===== src/rtl/seq_muldiv.sv =====
// Sequential multiply/divide unit: shift-add multiply and restoring divide,
// one bit per clock, signed ops via magnitude arithmetic plus sign fix-up.
module seq_muldiv #(
    parameter int unsigned WIDTH = 8
) (
    input  logic             clk,
    input  logic             rst_n,
    input  logic             in_valid,
    output logic             in_ready,
    input  logic [1:0]       opcode,
    input  logic [WIDTH-1:0] operand1,
    input  logic [WIDTH-1:0] operand2,
    output logic             out_valid,
    input  logic             out_ready,
    output logic [WIDTH-1:0] result_hi,
    output logic [WIDTH-1:0] result_lo,
    output logic [1:0]       status
);

    localparam int unsigned CW = $clog2(WIDTH);

    typedef enum logic [1:0] {IDLE, CALC, DONE} state_t;

    state_t             state_q, state_d;
    logic [CW-1:0]      cnt_q, cnt_d;
    logic [2*WIDTH-1:0] acc_q, acc_d;
    logic [WIDTH-1:0]   opd_q, opd_d;
    logic [WIDTH-1:0]   op1_q, op1_d;
    logic               is_div_q, is_div_d;
    logic               neg_res_q, neg_res_d;
    logic               neg_rem_q, neg_rem_d;
    logic               dz_q, dz_d;
    logic [WIDTH-1:0]   res_hi_q, res_hi_d;
    logic [WIDTH-1:0]   res_lo_q, res_lo_d;
    logic [1:0]         status_q, status_d;

    logic               s1, s2;
    logic [WIDTH-1:0]   m1, m2;
    logic [WIDTH:0]     mul_sum;
    logic [WIDTH:0]     rem_sh, trial;
    logic [2*WIDTH-1:0] step, prod;
    logic [WIDTH-1:0]   quo, rem, fin_hi, fin_lo;

    // Operand magnitudes and one iteration of either algorithm.
    always_comb begin
        s1 = opcode[0] & operand1[WIDTH-1];
        s2 = opcode[0] & operand2[WIDTH-1];
        m1 = s1 ? -operand1 : operand1;
        m2 = s2 ? -operand2 : operand2;

        mul_sum = {1'b0, acc_q[2*WIDTH-1:WIDTH]}
                + (acc_q[0] ? {1'b0, opd_q} : '0);
        rem_sh  = {acc_q[2*WIDTH-1:WIDTH], acc_q[WIDTH-1]};
        trial   = rem_sh - {1'b0, opd_q};

        if (is_div_q) begin
            // trial[WIDTH] is the borrow: clear means the subtraction stands
            step = {(trial[WIDTH] ? rem_sh[WIDTH-1:0] : trial[WIDTH-1:0]),
                    acc_q[WIDTH-2:0], ~trial[WIDTH]};
        end else begin
            step = {mul_sum, acc_q[WIDTH-1:1]};
        end

        prod = neg_res_q ? -step : step;
        quo  = neg_res_q ? -step[WIDTH-1:0] : step[WIDTH-1:0];
        rem  = neg_rem_q ? -step[2*WIDTH-1:WIDTH] : step[2*WIDTH-1:WIDTH];

        if (!is_div_q) begin
            fin_hi = prod[2*WIDTH-1:WIDTH];
            fin_lo = prod[WIDTH-1:0];
        end else if (dz_q) begin
            fin_hi = op1_q;
            fin_lo = '1;
        end else begin
            fin_hi = rem;
            fin_lo = quo;
        end
    end

    always_comb begin
        state_d   = state_q;
        cnt_d     = cnt_q;
        acc_d     = acc_q;
        opd_d     = opd_q;
        op1_d     = op1_q;
        is_div_d  = is_div_q;
        neg_res_d = neg_res_q;
        neg_rem_d = neg_rem_q;
        dz_d      = dz_q;
        res_hi_d  = res_hi_q;
        res_lo_d  = res_lo_q;
        status_d  = status_q;

        unique case (state_q)
            IDLE: begin
                if (in_valid) begin
                    is_div_d  = opcode[1];
                    neg_res_d = s1 ^ s2;
                    neg_rem_d = s1;
                    op1_d     = operand1;
                    dz_d      = opcode[1] && (operand2 == '0);
                    acc_d     = {{WIDTH{1'b0}}, (opcode[1] ? m1 : m2)};
                    opd_d     = opcode[1] ? m2 : m1;
                    cnt_d     = CW'(WIDTH - 1);
                    state_d   = CALC;
                end
            end
            CALC: begin
                acc_d = step;
                if (cnt_q == '0) begin
                    res_hi_d = fin_hi;
                    res_lo_d = fin_lo;
                    status_d = {dz_q, (fin_hi == '0) && (fin_lo == '0)};
                    state_d  = DONE;
                end else begin
                    cnt_d = cnt_q - CW'(1);
                end
            end
            DONE: begin
                if (out_ready) state_d = IDLE;
            end
            default: state_d = IDLE;
        endcase
    end

    always_ff @(posedge clk or negedge rst_n) begin
        if (!rst_n) begin
            state_q   <= IDLE;
            cnt_q     <= '0;
            acc_q     <= '0;
            opd_q     <= '0;
            op1_q     <= '0;
            is_div_q  <= 1'b0;
            neg_res_q <= 1'b0;
            neg_rem_q <= 1'b0;
            dz_q      <= 1'b0;
            res_hi_q  <= '0;
            res_lo_q  <= '0;
            status_q  <= '0;
        end else begin
            state_q   <= state_d;
            cnt_q     <= cnt_d;
            acc_q     <= acc_d;
            opd_q     <= opd_d;
            op1_q     <= op1_d;
            is_div_q  <= is_div_d;
            neg_res_q <= neg_res_d;
            neg_rem_q <= neg_rem_d;
            dz_q      <= dz_d;
            res_hi_q  <= res_hi_d;
            res_lo_q  <= res_lo_d;
            status_q  <= status_d;
        end
    end

    assign in_ready  = (state_q == IDLE);
    assign out_valid = (state_q == DONE);
    assign result_hi = res_hi_q;
    assign result_lo = res_lo_q;
    assign status    = status_q;

endmodule


===== config.mk =====
export PLATFORM = sky130hd
export DESIGN_NAME = seq_muldiv
export DESIGN_NICKNAME = d
export VERILOG_FILES = /design/src/rtl/seq_muldiv.sv
export SDC_FILE = /design/constraint.sdc
export NUM_CORES = 1
export LEC_CHECK = 0
export CORE_UTILIZATION = 60
export DETAILED_ROUTE_END_ITERATION = 8
export GPL_ROUTABILITY_DRIVEN = 0
export GPL_TIMING_DRIVEN = 0
export PLACE_DENSITY = 0.82
export SLEW_MARGIN = 5
export SYNTH_ARGS = -nofsm -noshare
export SYNTH_HDL_FRONTEND = slang
export SYNTH_SLANG_ARGS = --single-unit
export TNS_END_PERCENT = 10

===== constraint.sdc =====
create_clock -name clk -period 11.7 [get_ports clk]
set_input_delay 1.755 -clock clk [delete_from_list [all_inputs] [get_ports clk]]
set_output_delay 1.755 -clock clk [all_outputs]
set_load 0.01 [all_outputs]

==> impl_metrics.env <==
export IMPL_status="finished, final reports clean"
export IMPL_fmax_mhz=199
export IMPL_crit_required_ns=11.99
export IMPL_clk_pin_slew_ns=0.07
export IMPL_synth_edf_count=0
export IMPL_synth_avg_cell_area_um2=8.26
export IMPL_relSlewSlack_pct=52.5
export IMPL_mostFrequentLayoutCells="75 x nand2_1, 62 x nor2_1, 59 x o21ai_0, 59 x dfrtp_1, 40 x clkdlybuf4s50_1"
export IMPL_r2r_start="acc_q[7]"
export IMPL_place_inst=735
export IMPL_ctsResizeCount=0
export IMPL_p_leak_nw=2.42
export IMPL_ir_drop_v=0.000158
export IMPL_cts_htree_levels=3
export IMPL_finish_instance_area_um2=5620
export IMPL_synth_area_um2=4880
export IMPL_syn_nets=637
export IMPL_first_global_vias=4812
export IMPL_fp_dieW_um=92.2
export IMPL_rsz0062_at_grt="false"
export IMPL_clk_path_buf_depth=2
export IMPL_die_y_um=92.2
export IMPL_fin_worst_skew_ns=0.0121
export IMPL_yosysWarnings=0
export IMPL_insertion_delay_ns=0.36
export IMPL_hpwl_um=10900
export IMPL_min_from="result_lo[7]"
export IMPL_nets=690
export IMPL_end_kind="register"
export IMPL_path_cells="inv_1, ha_1, inv_1, fa_1, a211o_1, a211o_2, a21oi_4, nor2_1, a21oi_1, ha_1, nand3_1, nor2_1, nor2_1, xnor2_1, o21ai_0, nor4_1, nand3_1, a2111oi_1, a32o_1"
export IMPL_tns_ns=0
export IMPL_drt_total_wl_um=14000
export IMPL_rows=32
export IMPL_top_level_ports=42
export IMPL_grt_pass1_wl_um=23500
export IMPL_synth_seq_cells=59
export IMPL_hold_violations=0
export IMPL_crit_top_cell="nor2_1"
export IMPL_r2r_end="status[0]"
export IMPL_slowest_stage="dfrtp_1"
export IMPL_hold_end="result_lo[7]"
export IMPL_drv_slew=0
export IMPL_finalCriticalPeriod_ns=5.02
export IMPL_critPathKind="reg -> reg"
export IMPL_hp_class="reg -> reg"
export IMPL_grt_start_max_net_pins=36
export IMPL_drt_pass1_iter_count=5
export IMPL_port_buffers=41
export IMPL_cts_hold_buf=0
export IMPL_slowest_delay_ns=0.45
export IMPL_final_cell_count_no_fill=751
export IMPL_worst_pin_slew_ns=0.712
export IMPL_cts_buffers=9
export IMPL_hold_depth=2
export IMPL_drive_gt1_share_pct=9.55
export IMPL_grt_overflow_total=0
export IMPL_worstSetupStartpointType="register"
export IMPL_cts_tree="built"
export IMPL_antenna_found_initial=0
export IMPL_r2r_slack_ns=6.68
export IMPL_core_area_um2=7810
export IMPL_rr_worst_depth=19
export IMPL_p_total_mw=1.97
export IMPL_wire_per_inst_um=18.7
export IMPL_synth_seq_area_share_pct=30.3
export IMPL_maxCapViolCount=0
export IMPL_finalSetupViolCount=0
export IMPL_synth_cells=591
export IMPL_vias_per_cell=6.47
export IMPL_grt_use_total_pct=35.3
export IMPL_postRouteAntennaNets=0
export IMPL_dp_worst_setup_slack_ns=6.86
export IMPL_synth_flop_cell="dfrtp_1"
export IMPL_die_area_um2=8500
export IMPL_cts_sinks=59
export IMPL_drc=0
export IMPL_drt_iter0_drc=491
export IMPL_clockRootBuffer="clkbuf_8"
export IMPL_arrival_ns=5.31
export IMPL_setup_ws_ns=6.68
export IMPL_start_util_pct=62.5
export IMPL_cp_max_fo=10
export IMPL_synth_async_sr_flop_share_pct=100
export IMPL_vias=4856
export IMPL_finalCritPeriodShare_pct=42.9
export IMPL_layout_commonest_cell="nand2_1"
export IMPL_syn2layout_area_growth_pct=15.1
export IMPL_num_antenna_cells=0
export IMPL_powerDensity_nw_per_um2=352
export IMPL_post_cts_setup_buffers=0
export IMPL_synth_distinct_cells=78
export IMPL_post_dp_cell_area_um2=5430
[report_power, final]
group | leakage [nW] | internal (mW) | total [mW] | switching [mW]
clock network | 0.0884 | 0.0803 | 0.178 | 0.0982
logic | 1.61 | 0.561 | 1.40 | 0.835
registers | 0.726 | 0.300 | 0.401 | 0.101
total | 2.42 | 0.941 | 1.97 | 1.03
[critical path: cells and delay by family (launching register included)]
| family | cells | cell delay [ns] |
|---|---|---|
| AO/OA/AOI/OAI | 7 | 2.13 |
| XOR/XNOR | 1 | 0.16 |
| adder cells (fa/ha/maj) | 3 | 0.91 |
| buffers and inverters | 2 | 0.17 |
| flip-flops | 1 | 0.45 |
| AND/OR/NAND/NOR | 6 | 1.13 |
[sequential cells by signal (all words and copies together), names as in the netlist]
signal and flops:
neg_res_q 1, result_lo 8, opd_q 8, dz_q 1
status 2, neg_rem_q 1, is_div_q 1, op1_q 8
acc_q 16, state_q 2, cnt_q 3, result_hi 8
[final cells by class]
| type | instances | area, um2 |
|---|---|---|
| sequential | 59 | 1480 |
| inverter | 28 | 105 |
| clock inverter | 7 | 61.3 |
| timing repair buffer | 42 | 425 |
| clock buffer | 9 | 124 |
| buffer | 25 | 149 |
| multi-input combinational | 479 | 3150 |
| tap | 102 | 128 |
| fill | 608 | 2190 |
[worst max path at each step]
stage | from | end | cells after the start
after floorplan | acc_q[7] | status[0] | 19
after global placement | acc_q[7] | status[0] | 19
after detailed placement | acc_q[7] | status[0] | 19
after CTS | acc_q[7] | status[0] | 19
after global routing | acc_q[7] | status[0] | 19
final | acc_q[7] | status[0] | 19
[cells by family (layout without fill, tap and decap cells)]
logic type	count (synthesis)	in the layout	share of synthesized area [%]
adder cells (fa/ha/maj)	24	24	6.46
XOR/XNOR	33	33	5.92
buffers and inverters	53	111	5.21
flip-flops	59	59	30.3
AO/OA/AOI/OAI	167	167	23.3
AND/OR/NAND/NOR	227	227	22.8
multiplexers	28	28	6.05
[layer usage]
metal	GRT usage, %	up-vias	share of wire [%]
li1	-	2245	-
met1	43.2	2311	41
met2	58.8	255	47
met3	9.04	45	8.6
met4	14.6	0	3.3
met5	0	-	0
[cell usage after synthesis, types with 3 or more instances]
cell      instances  area share (%)
xnor2_1          17             3.1
clkbuf_8          5             1.4
nand2b_1         11             1.4
mux2_2           12             2.8
nor2b_1           3            0.38
clkbuf_1         16             1.2
a211oi_1          5            0.77
o221ai_1         11             2.0
nand2_1          75             5.8
a22oi_1           3            0.46
nor3_1           15             1.5
a31oi_1           7            0.90
mux2i_1          16             3.3
xor2_1           16             2.9
a21oi_1          30             3.1
inv_1            27             2.1
ha_1             22             5.6
nor3b_1           5            0.77
dfrtp_1          59              30
o211ai_1          4            0.62
a21o_1            5            0.77
or3_1             3            0.38
and2_1           12             1.5
or2_2             3            0.38
o21ai_0          59             6.1
a221oi_1          3            0.54
o21a_1            3            0.46
nand3_1          20             2.1
nor2_1           62             4.8
[stage by stage]
step,hold WS [ns],util [%]
floorplan,0.441,-
global placement,0.455,69.4
detailed placement,0.460,69.6
CTS,0.477,72.0
global route,0.508,72.0
finish,0.473,72.0
Note: power is estimated with default switching activity, not from simulation.
